==> src/rtl/regfile_ctx_engine_if.sv <==
// Command, register-file and stream signals of the context save/restore engine.
//   slave  : engine side. It takes commands, drives the RF ports and the SAVE stream,
//            and sinks the RESTORE stream.
//   master : environment side. It issues commands, provides the register file and
//            the stream partners.
interface regfile_ctx_engine_if #(
    parameter int ADDR_WIDTH = 3,
    parameter int DATA_WIDTH = 16
);
    logic                  cmd_valid;
    logic                  cmd_op;
    logic                  cmd_ready;
    logic [ADDR_WIDTH-1:0] rf_r_addr;
    logic [DATA_WIDTH-1:0] rf_r_data;
    logic [ADDR_WIDTH-1:0] rf_w_addr;
    logic [DATA_WIDTH-1:0] rf_w_data;
    logic                  rf_w_en;
    logic                  out_valid;
    logic                  out_ready;
    logic [DATA_WIDTH-1:0] out_data;
    logic [ADDR_WIDTH-1:0] out_idx;
    logic                  in_valid;
    logic                  in_ready;
    logic [DATA_WIDTH-1:0] in_data;
    logic                  busy;
    logic                  done;

    modport slave (
        input  cmd_valid, cmd_op, rf_r_data, out_ready, in_valid, in_data,
        output cmd_ready, rf_r_addr, rf_w_addr, rf_w_data, rf_w_en,
               out_valid, out_data, out_idx, in_ready, busy, done
    );

    modport master (
        output cmd_valid, cmd_op, rf_r_data, out_ready, in_valid, in_data,
        input  cmd_ready, rf_r_addr, rf_w_addr, rf_w_data, rf_w_en,
               out_valid, out_data, out_idx, in_ready, busy, done
    );
endinterface

==> src/rtl/regfile_ctx_engine.sv <==
// Register-file context engine. It moves N_ELEMENTS register-file entries in index order.
//   SAVE    (cmd_op=0): reads the register file and sends each entry on the out_* stream.
//   RESTORE (cmd_op=1): takes entries from the in_* stream and writes them to the register file.
// Ports:
//   clk, rst : clock, synchronous active-high reset.
//   bus      : slave modport. It carries the command handshake, the RF read and write
//              ports, the SAVE and RESTORE streams, and the busy/done status.
module regfile_ctx_engine #(
    parameter int N_ELEMENTS = 8,
    parameter int ADDR_WIDTH = 3,
    parameter int DATA_WIDTH = 16
) (
    input logic                  clk,
    input logic                  rst,
    regfile_ctx_engine_if.slave  bus
);
    typedef enum logic [1:0] {IDLE, SAVE, RESTORE, DONE} state_t;

    localparam logic [ADDR_WIDTH-1:0] LAST = ADDR_WIDTH'(N_ELEMENTS - 1);

    state_t                state, state_nxt;
    logic [ADDR_WIDTH-1:0] cnt, cnt_nxt;
    logic                  xfer;

    assign xfer = ((state == SAVE) && bus.out_ready) || ((state == RESTORE) && bus.in_valid);

    // State register
    always_ff @(posedge clk) begin
        if (rst) begin
            state <= IDLE;
            cnt   <= '0;
        end else begin
            state <= state_nxt;
            cnt   <= cnt_nxt;
        end
    end

    // Next state. cnt goes back to 0 on the last transfer, so it never passes LAST
    // even when N_ELEMENTS is not a power of two.
    always_comb begin
        state_nxt = state;
        cnt_nxt   = cnt;
        case (state)
            IDLE: if (bus.cmd_valid) begin
                cnt_nxt   = '0;
                state_nxt = bus.cmd_op ? RESTORE : SAVE;
            end
            SAVE, RESTORE: if (xfer) begin
                if (cnt == LAST) begin
                    cnt_nxt   = '0;
                    state_nxt = DONE;
                end else begin
                    cnt_nxt = cnt + 1'b1;
                end
            end
            DONE:    state_nxt = IDLE;
            default: state_nxt = IDLE;
        endcase
    end

    // Outputs. The transfer strobes are masked by rst. A reset edge that lands during a
    // command would otherwise complete one last write or handshake, because the state
    // still reads SAVE/RESTORE until that edge.
    always_comb begin
        bus.cmd_ready = (state == IDLE);
        bus.busy      = (state != IDLE);
        bus.done      = (state == DONE);
        bus.out_valid = (state == SAVE) && !rst;
        bus.rf_r_addr = (state == SAVE) ? cnt : '0;
        bus.out_data  = bus.rf_r_data;
        bus.out_idx   = cnt;
        bus.in_ready  = (state == RESTORE) && !rst;
        bus.rf_w_en   = (state == RESTORE) && bus.in_valid && !rst;
        bus.rf_w_addr = cnt;
        bus.rf_w_data = bus.in_data;
    end
endmodule

==> src/flat_wrapper.sv <==
// flat-port wrapper written by rule: the top's interface ports become plain ports
module regfile_ctx_engine_flat 
#(
    parameter int N_ELEMENTS = 8,
    parameter int ADDR_WIDTH = 3,
    parameter int DATA_WIDTH = 16
)
  (clk, rst, bus_cmd_valid, bus_cmd_op, bus_rf_r_data, bus_out_ready, bus_in_valid, bus_in_data, bus_cmd_ready, bus_rf_r_addr, bus_rf_w_addr, bus_rf_w_data, bus_rf_w_en, bus_out_valid, bus_out_data, bus_out_idx, bus_in_ready, bus_busy, bus_done);
  regfile_ctx_engine_if #(.ADDR_WIDTH(ADDR_WIDTH), .DATA_WIDTH(DATA_WIDTH)) bus_i ();
  input logic clk;
  input logic rst;
  input wire logic [$bits(bus_i.cmd_valid)-1:0] bus_cmd_valid;
  input wire logic [$bits(bus_i.cmd_op)-1:0] bus_cmd_op;
  input wire logic [$bits(bus_i.rf_r_data)-1:0] bus_rf_r_data;
  input wire logic [$bits(bus_i.out_ready)-1:0] bus_out_ready;
  input wire logic [$bits(bus_i.in_valid)-1:0] bus_in_valid;
  input wire logic [$bits(bus_i.in_data)-1:0] bus_in_data;
  output wire logic [$bits(bus_i.cmd_ready)-1:0] bus_cmd_ready;
  output wire logic [$bits(bus_i.rf_r_addr)-1:0] bus_rf_r_addr;
  output wire logic [$bits(bus_i.rf_w_addr)-1:0] bus_rf_w_addr;
  output wire logic [$bits(bus_i.rf_w_data)-1:0] bus_rf_w_data;
  output wire logic [$bits(bus_i.rf_w_en)-1:0] bus_rf_w_en;
  output wire logic [$bits(bus_i.out_valid)-1:0] bus_out_valid;
  output wire logic [$bits(bus_i.out_data)-1:0] bus_out_data;
  output wire logic [$bits(bus_i.out_idx)-1:0] bus_out_idx;
  output wire logic [$bits(bus_i.in_ready)-1:0] bus_in_ready;
  output wire logic [$bits(bus_i.busy)-1:0] bus_busy;
  output wire logic [$bits(bus_i.done)-1:0] bus_done;
  assign bus_i.cmd_valid = bus_cmd_valid;
  assign bus_i.cmd_op = bus_cmd_op;
  assign bus_i.rf_r_data = bus_rf_r_data;
  assign bus_i.out_ready = bus_out_ready;
  assign bus_i.in_valid = bus_in_valid;
  assign bus_i.in_data = bus_in_data;
  assign bus_cmd_ready = bus_i.cmd_ready;
  assign bus_rf_r_addr = bus_i.rf_r_addr;
  assign bus_rf_w_addr = bus_i.rf_w_addr;
  assign bus_rf_w_data = bus_i.rf_w_data;
  assign bus_rf_w_en = bus_i.rf_w_en;
  assign bus_out_valid = bus_i.out_valid;
  assign bus_out_data = bus_i.out_data;
  assign bus_out_idx = bus_i.out_idx;
  assign bus_in_ready = bus_i.in_ready;
  assign bus_busy = bus_i.busy;
  assign bus_done = bus_i.done;
  regfile_ctx_engine #(.N_ELEMENTS(N_ELEMENTS), .ADDR_WIDTH(ADDR_WIDTH), .DATA_WIDTH(DATA_WIDTH)) u_core (.clk(clk), .rst(rst), .bus(bus_i));
endmodule
==> config.mk <==
export PLATFORM = sky130hd
export DESIGN_NAME = regfile_ctx_engine_flat
export DESIGN_NICKNAME = d
export VERILOG_FILES = /design/src/rtl/regfile_ctx_engine_if.sv /design/src/rtl/regfile_ctx_engine.sv /design/src/flat_wrapper.sv
export SDC_FILE = /design/constraint.sdc
export NUM_CORES = 1
export LEC_CHECK = 0
export BUFFER_PORTS_ARGS = -buffer_cell sky130_fd_sc_hd__buf_2
export CAP_MARGIN = 20
export CORE_ASPECT_RATIO = 0.7
export CORE_MARGIN = 2
export CORE_UTILIZATION = 33
export CTS_BUF_LIST = sky130_fd_sc_hd__clkbuf_4 sky130_fd_sc_hd__clkbuf_8
export CTS_CLUSTER_SIZE = 30
export DETAILED_ROUTE_END_ITERATION = 10
export PLACE_DENSITY = 0.82
export SLEW_MARGIN = 20
export SYNTH_ARGS = -nofsm -noshare
export SYNTH_HDL_FRONTEND = slang
export SYNTH_SLANG_ARGS = --single-unit
==> constraint.sdc <==
create_clock -name clk -period 1.9 [get_ports clk]
set_clock_uncertainty 0.05 [all_clocks]
set_input_delay 0.38 -clock clk [delete_from_list [all_inputs] [get_ports clk]]
set_output_delay 0.38 -clock clk [all_outputs]
set_load 0.02 [all_outputs]
==> results.txt <==
leakage power of the design - 0.334 nW
commonest cells after routing, fill and taps aside - sky130_fd_sc_hd__buf_2 (20), sky130_fd_sc_hd__mux2i_1 (6), sky130_fd_sc_hd__ha_1 (6), sky130_fd_sc_hd__dfxtp_1 (5)
global-route track usage on met2 - 14.7%
warning count from the yosys run - 0
I/O Buffers - 20
final critical-path required period - 1.83 ns
Critical R2R Launch - u_core.state[0]$_SDFFE_PP0P_
length in cells of the worst reg-to-reg path - 5
most congested layer reported by global routing - met2
layout-stage area growth over the synthesis result - -15.4%
root buf cell - sky130_fd_sc_hd__clkbuf_4
starting density of the core - 36.0%
wire length after detailed routing - 1170 um
number of antenna repair diodes - 0
net total in the final layout - 114
DP Worst Slack - 0.0928 ns
met1 Use GR - 9.67%
Hold Violations, Final - 0
floorplan die area - 2480 um^2
clock tree from TritonCTS - done
Seq cells post-synth - 5
Die Y-Extent - 42.3 um
capture instance of the worst register-to-register path - u_core.state[1]$_SDFFE_PP0P_
level count of the clock H-tree - 1
hold wc startpoint - bus_cmd_op
most frequent standard cell in the layout excluding fill and tap cells - sky130_fd_sc_hd__buf_2
failing checks - DRC
Vias - 422
fraction of layout cells with a size suffix above 1 - 49.3%
Horiz. Die Dim - 58.7 um
length of the first detailed-routing pass in iterations - 7
insertion delay of the later-clocked pin in the worst-skew pair - 0.25 ns
Hold Path Depth - 4
total setup buffers inserted after CTS - 0
required arrival time at the worst endpoint - 1.99 ns
number of gates resized after cts - 0
number of placed I/O pins - 85
number of antenna violations at the first check in global routing - 0
met3 capacity usage during global routing - 3.70%
maximum root-to-sink buffer count - 2
count of final max-slew check failures - 0
measured slew at the worst slew-check pin - 0.260 ns
Max Freq - 547 MHz
kind of start point of the critical path - register
count of different cell masters after synthesis - 23
data arrival time at the worst-slack endpoint - 1.92 ns
post-detailed-route DRC marker count - 7
number of buffers created by CTS - 3
synthesized area per cell - 8.54 um^2
post-route worst setup slack - 0.0719 ns
pin count of the biggest net entering global routing - 13
type of the setup path with the least slack - reg -> reg
Cells after Synth - 81
final worst-path cycle share - 96.2%
routed length per placed instance - 12.9 um
post-synthesis instance area - 692 um^2
summed negative setup slack over all endpoints - 0 ns
Setup-failing EPs final - 0
worst hold path type - in -> reg
reg-to-reg slack, setup - 0.07 ns
relative max-transition margin - 82.7%
setup repair after global routing missed its margin - false
number of max-cap violations - 0
row cnt - 13
grt ovf - 0
final weighted congestion in routability-driven placement - 0.822
area of the placeable core - 1920 um^2
clk sink count - 5
pwr/cell area - 1290 nW/um^2
1st-iter DRT viols - 11
Setup crit end kind - register
Crit Path Max Fanout - 7
wire length of the first global-routing pass - 1770 um
post-detailed-route via-to-cell ratio - 4.64
post-CTS clock slew at the launch and capture registers of the worst setup and hold paths - 0.04 ns
Pwr Total - 0.754 mW
end point of the worst hold path - u_core.state[0]$_SDFFE_PP0P_
number of hold buffers added after cts - 0
result of the run - finished with violations
Worst IR Drop VDD - 0.000304 V
sequential fraction of the synthesis area - 14.5%
vias in the first global route - 417
aggregate global-route resource usage - 9.91%
Synthesized Nets - 125
Post-DRT Antenna Nets - 0
Crit. Startpoint - u_core.state[0]$_SDFFE_PP0P_
## cell type report
cell class	instances	area (um^2)
clock buffer	4	30.0
timing repair buffer	21	108
tap	22	27.5
sequential	5	100
fill	215	1330
multi-input combinational	35	305
inverter	4	15.0
## per-stage QoR
stage / util [%] / std cells / area (um^2) / hold slack, ns
4_1_cts: 30.5 / 91 / 586 / 0.417
3_3_place_gp: 28.9 / 87 / 556 / 0.452
6_report: 30.5 / 91 / 586 / 0.416
5_1_grt: 30.5 / 91 / 586 / 0.449
3_5_place_dp: 28.9 / 87 / 556 / 0.476
2_1_floorplan: - / 81 / 692 / 0.437
## power by group
part	switching, mW	internal (mW)
logic	0.254	0.210
clock network	0.0507	0.0941
registers	0.0181	0.128
## worst max path at each step
| stage | slack, ns | end | depth (start not counted) |
|---|---|---|---|
| after floorplan | 0.19 | u_core.state[1]$_SDFFE_PP0P_ | 5 |
| after global placement | 0.17 | u_core.state[1]$_SDFFE_PP0P_ | 5 |
| after detailed placement | 0.09 | u_core.state[1]$_SDFFE_PP0P_ | 5 |
| after CTS | 0.07 | u_core.state[1]$_SDFFE_PP0P_ | 5 |
| after global routing | 0.02 | u_core.state[1]$_SDFFE_PP0P_ | 5 |
| final | 0.07 | u_core.state[1]$_SDFFE_PP0P_ | 5 |
## sequential cells by signal, summed over array words and instances, names as in the netlist
signal,count
u_core.state,2
u_core.bus.out_idx,3
## kinds of logic after synthesis
| group | count (synthesis) | share of synthesized area, % |
|---|---|---|
| and+or+nand+nor | 17 | 16.3 |
| DFF | 5 | 14.5 |
| muxes | 7 | 10.8 |
| adders and majority gates | 6 | 10.8 |
| AOI/OAI and AO/OA | 5 | 6.15 |
| buffers and inverters | 41 | 41.4 |
## worst max-delay path, cell delays in order, from the launching register on
cell                      delay (ns)
sky130_fd_sc_hd__dfxtp_1        0.38
sky130_fd_sc_hd__inv_1          0.09
sky130_fd_sc_hd__ha_1           0.39
sky130_fd_sc_hd__nor2b_4        0.17
sky130_fd_sc_hd__a221o_2        0.33
sky130_fd_sc_hd__mux2_4         0.30
## cells in the mapped netlist
| cell | count | area, um^2 |
|---|---|---|
| sky130_fd_sc_hd__nand2_1 | 1 | 3.75 |
| sky130_fd_sc_hd__inv_1 | 3 | 11.3 |
| sky130_fd_sc_hd__o21ai_0 | 1 | 5.00 |
| sky130_fd_sc_hd__nor2b_4 | 1 | 13.8 |
| sky130_fd_sc_hd__a21oi_1 | 1 | 5.00 |
| sky130_fd_sc_hd__nor2b_2 | 1 | 8.76 |
| sky130_fd_sc_hd__mux2i_1 | 6 | 60.1 |
| sky130_fd_sc_hd__nor2b_1 | 1 | 6.26 |
| sky130_fd_sc_hd__and2_1 | 1 | 6.26 |
| sky130_fd_sc_hd__nor2_1 | 3 | 11.3 |
| sky130_fd_sc_hd__a22oi_2 | 1 | 12.5 |
| sky130_fd_sc_hd__buf_2 | 1 | 5.00 |
| sky130_fd_sc_hd__dfxtp_1 | 5 | 100 |
| sky130_fd_sc_hd__and2_2 | 3 | 22.5 |
| sky130_fd_sc_hd__nand2b_1 | 4 | 25.0 |
| sky130_fd_sc_hd__mux2_4 | 1 | 15.0 |
| sky130_fd_sc_hd__ha_1 | 6 | 75.1 |
| sky130_fd_sc_hd__a21o_2 | 1 | 8.76 |
| sky130_fd_sc_hd__nand3b_1 | 2 | 15.0 |
| sky130_fd_sc_hd__clkbuf_1 | 1 | 3.75 |
| sky130_fd_sc_hd__a221o_2 | 1 | 11.3 |
| sky130_fd_sc_hd__clkinv_1 | 1 | 3.75 |
| sky130_fd_sc_hd__buf_4 | 35 | 263 |
## layer usage
| metal | up-vias | share of wire, % |
|---|---|---|
| li1 | 197 | - |
| met1 | 191 | 41 |
| met2 | 25 | 46 |
| met3 | 9 | 9.1 |
| met4 | 0 | 4.2 |
| met5 | - | 0 |
(Power assumes the default switching activity.)
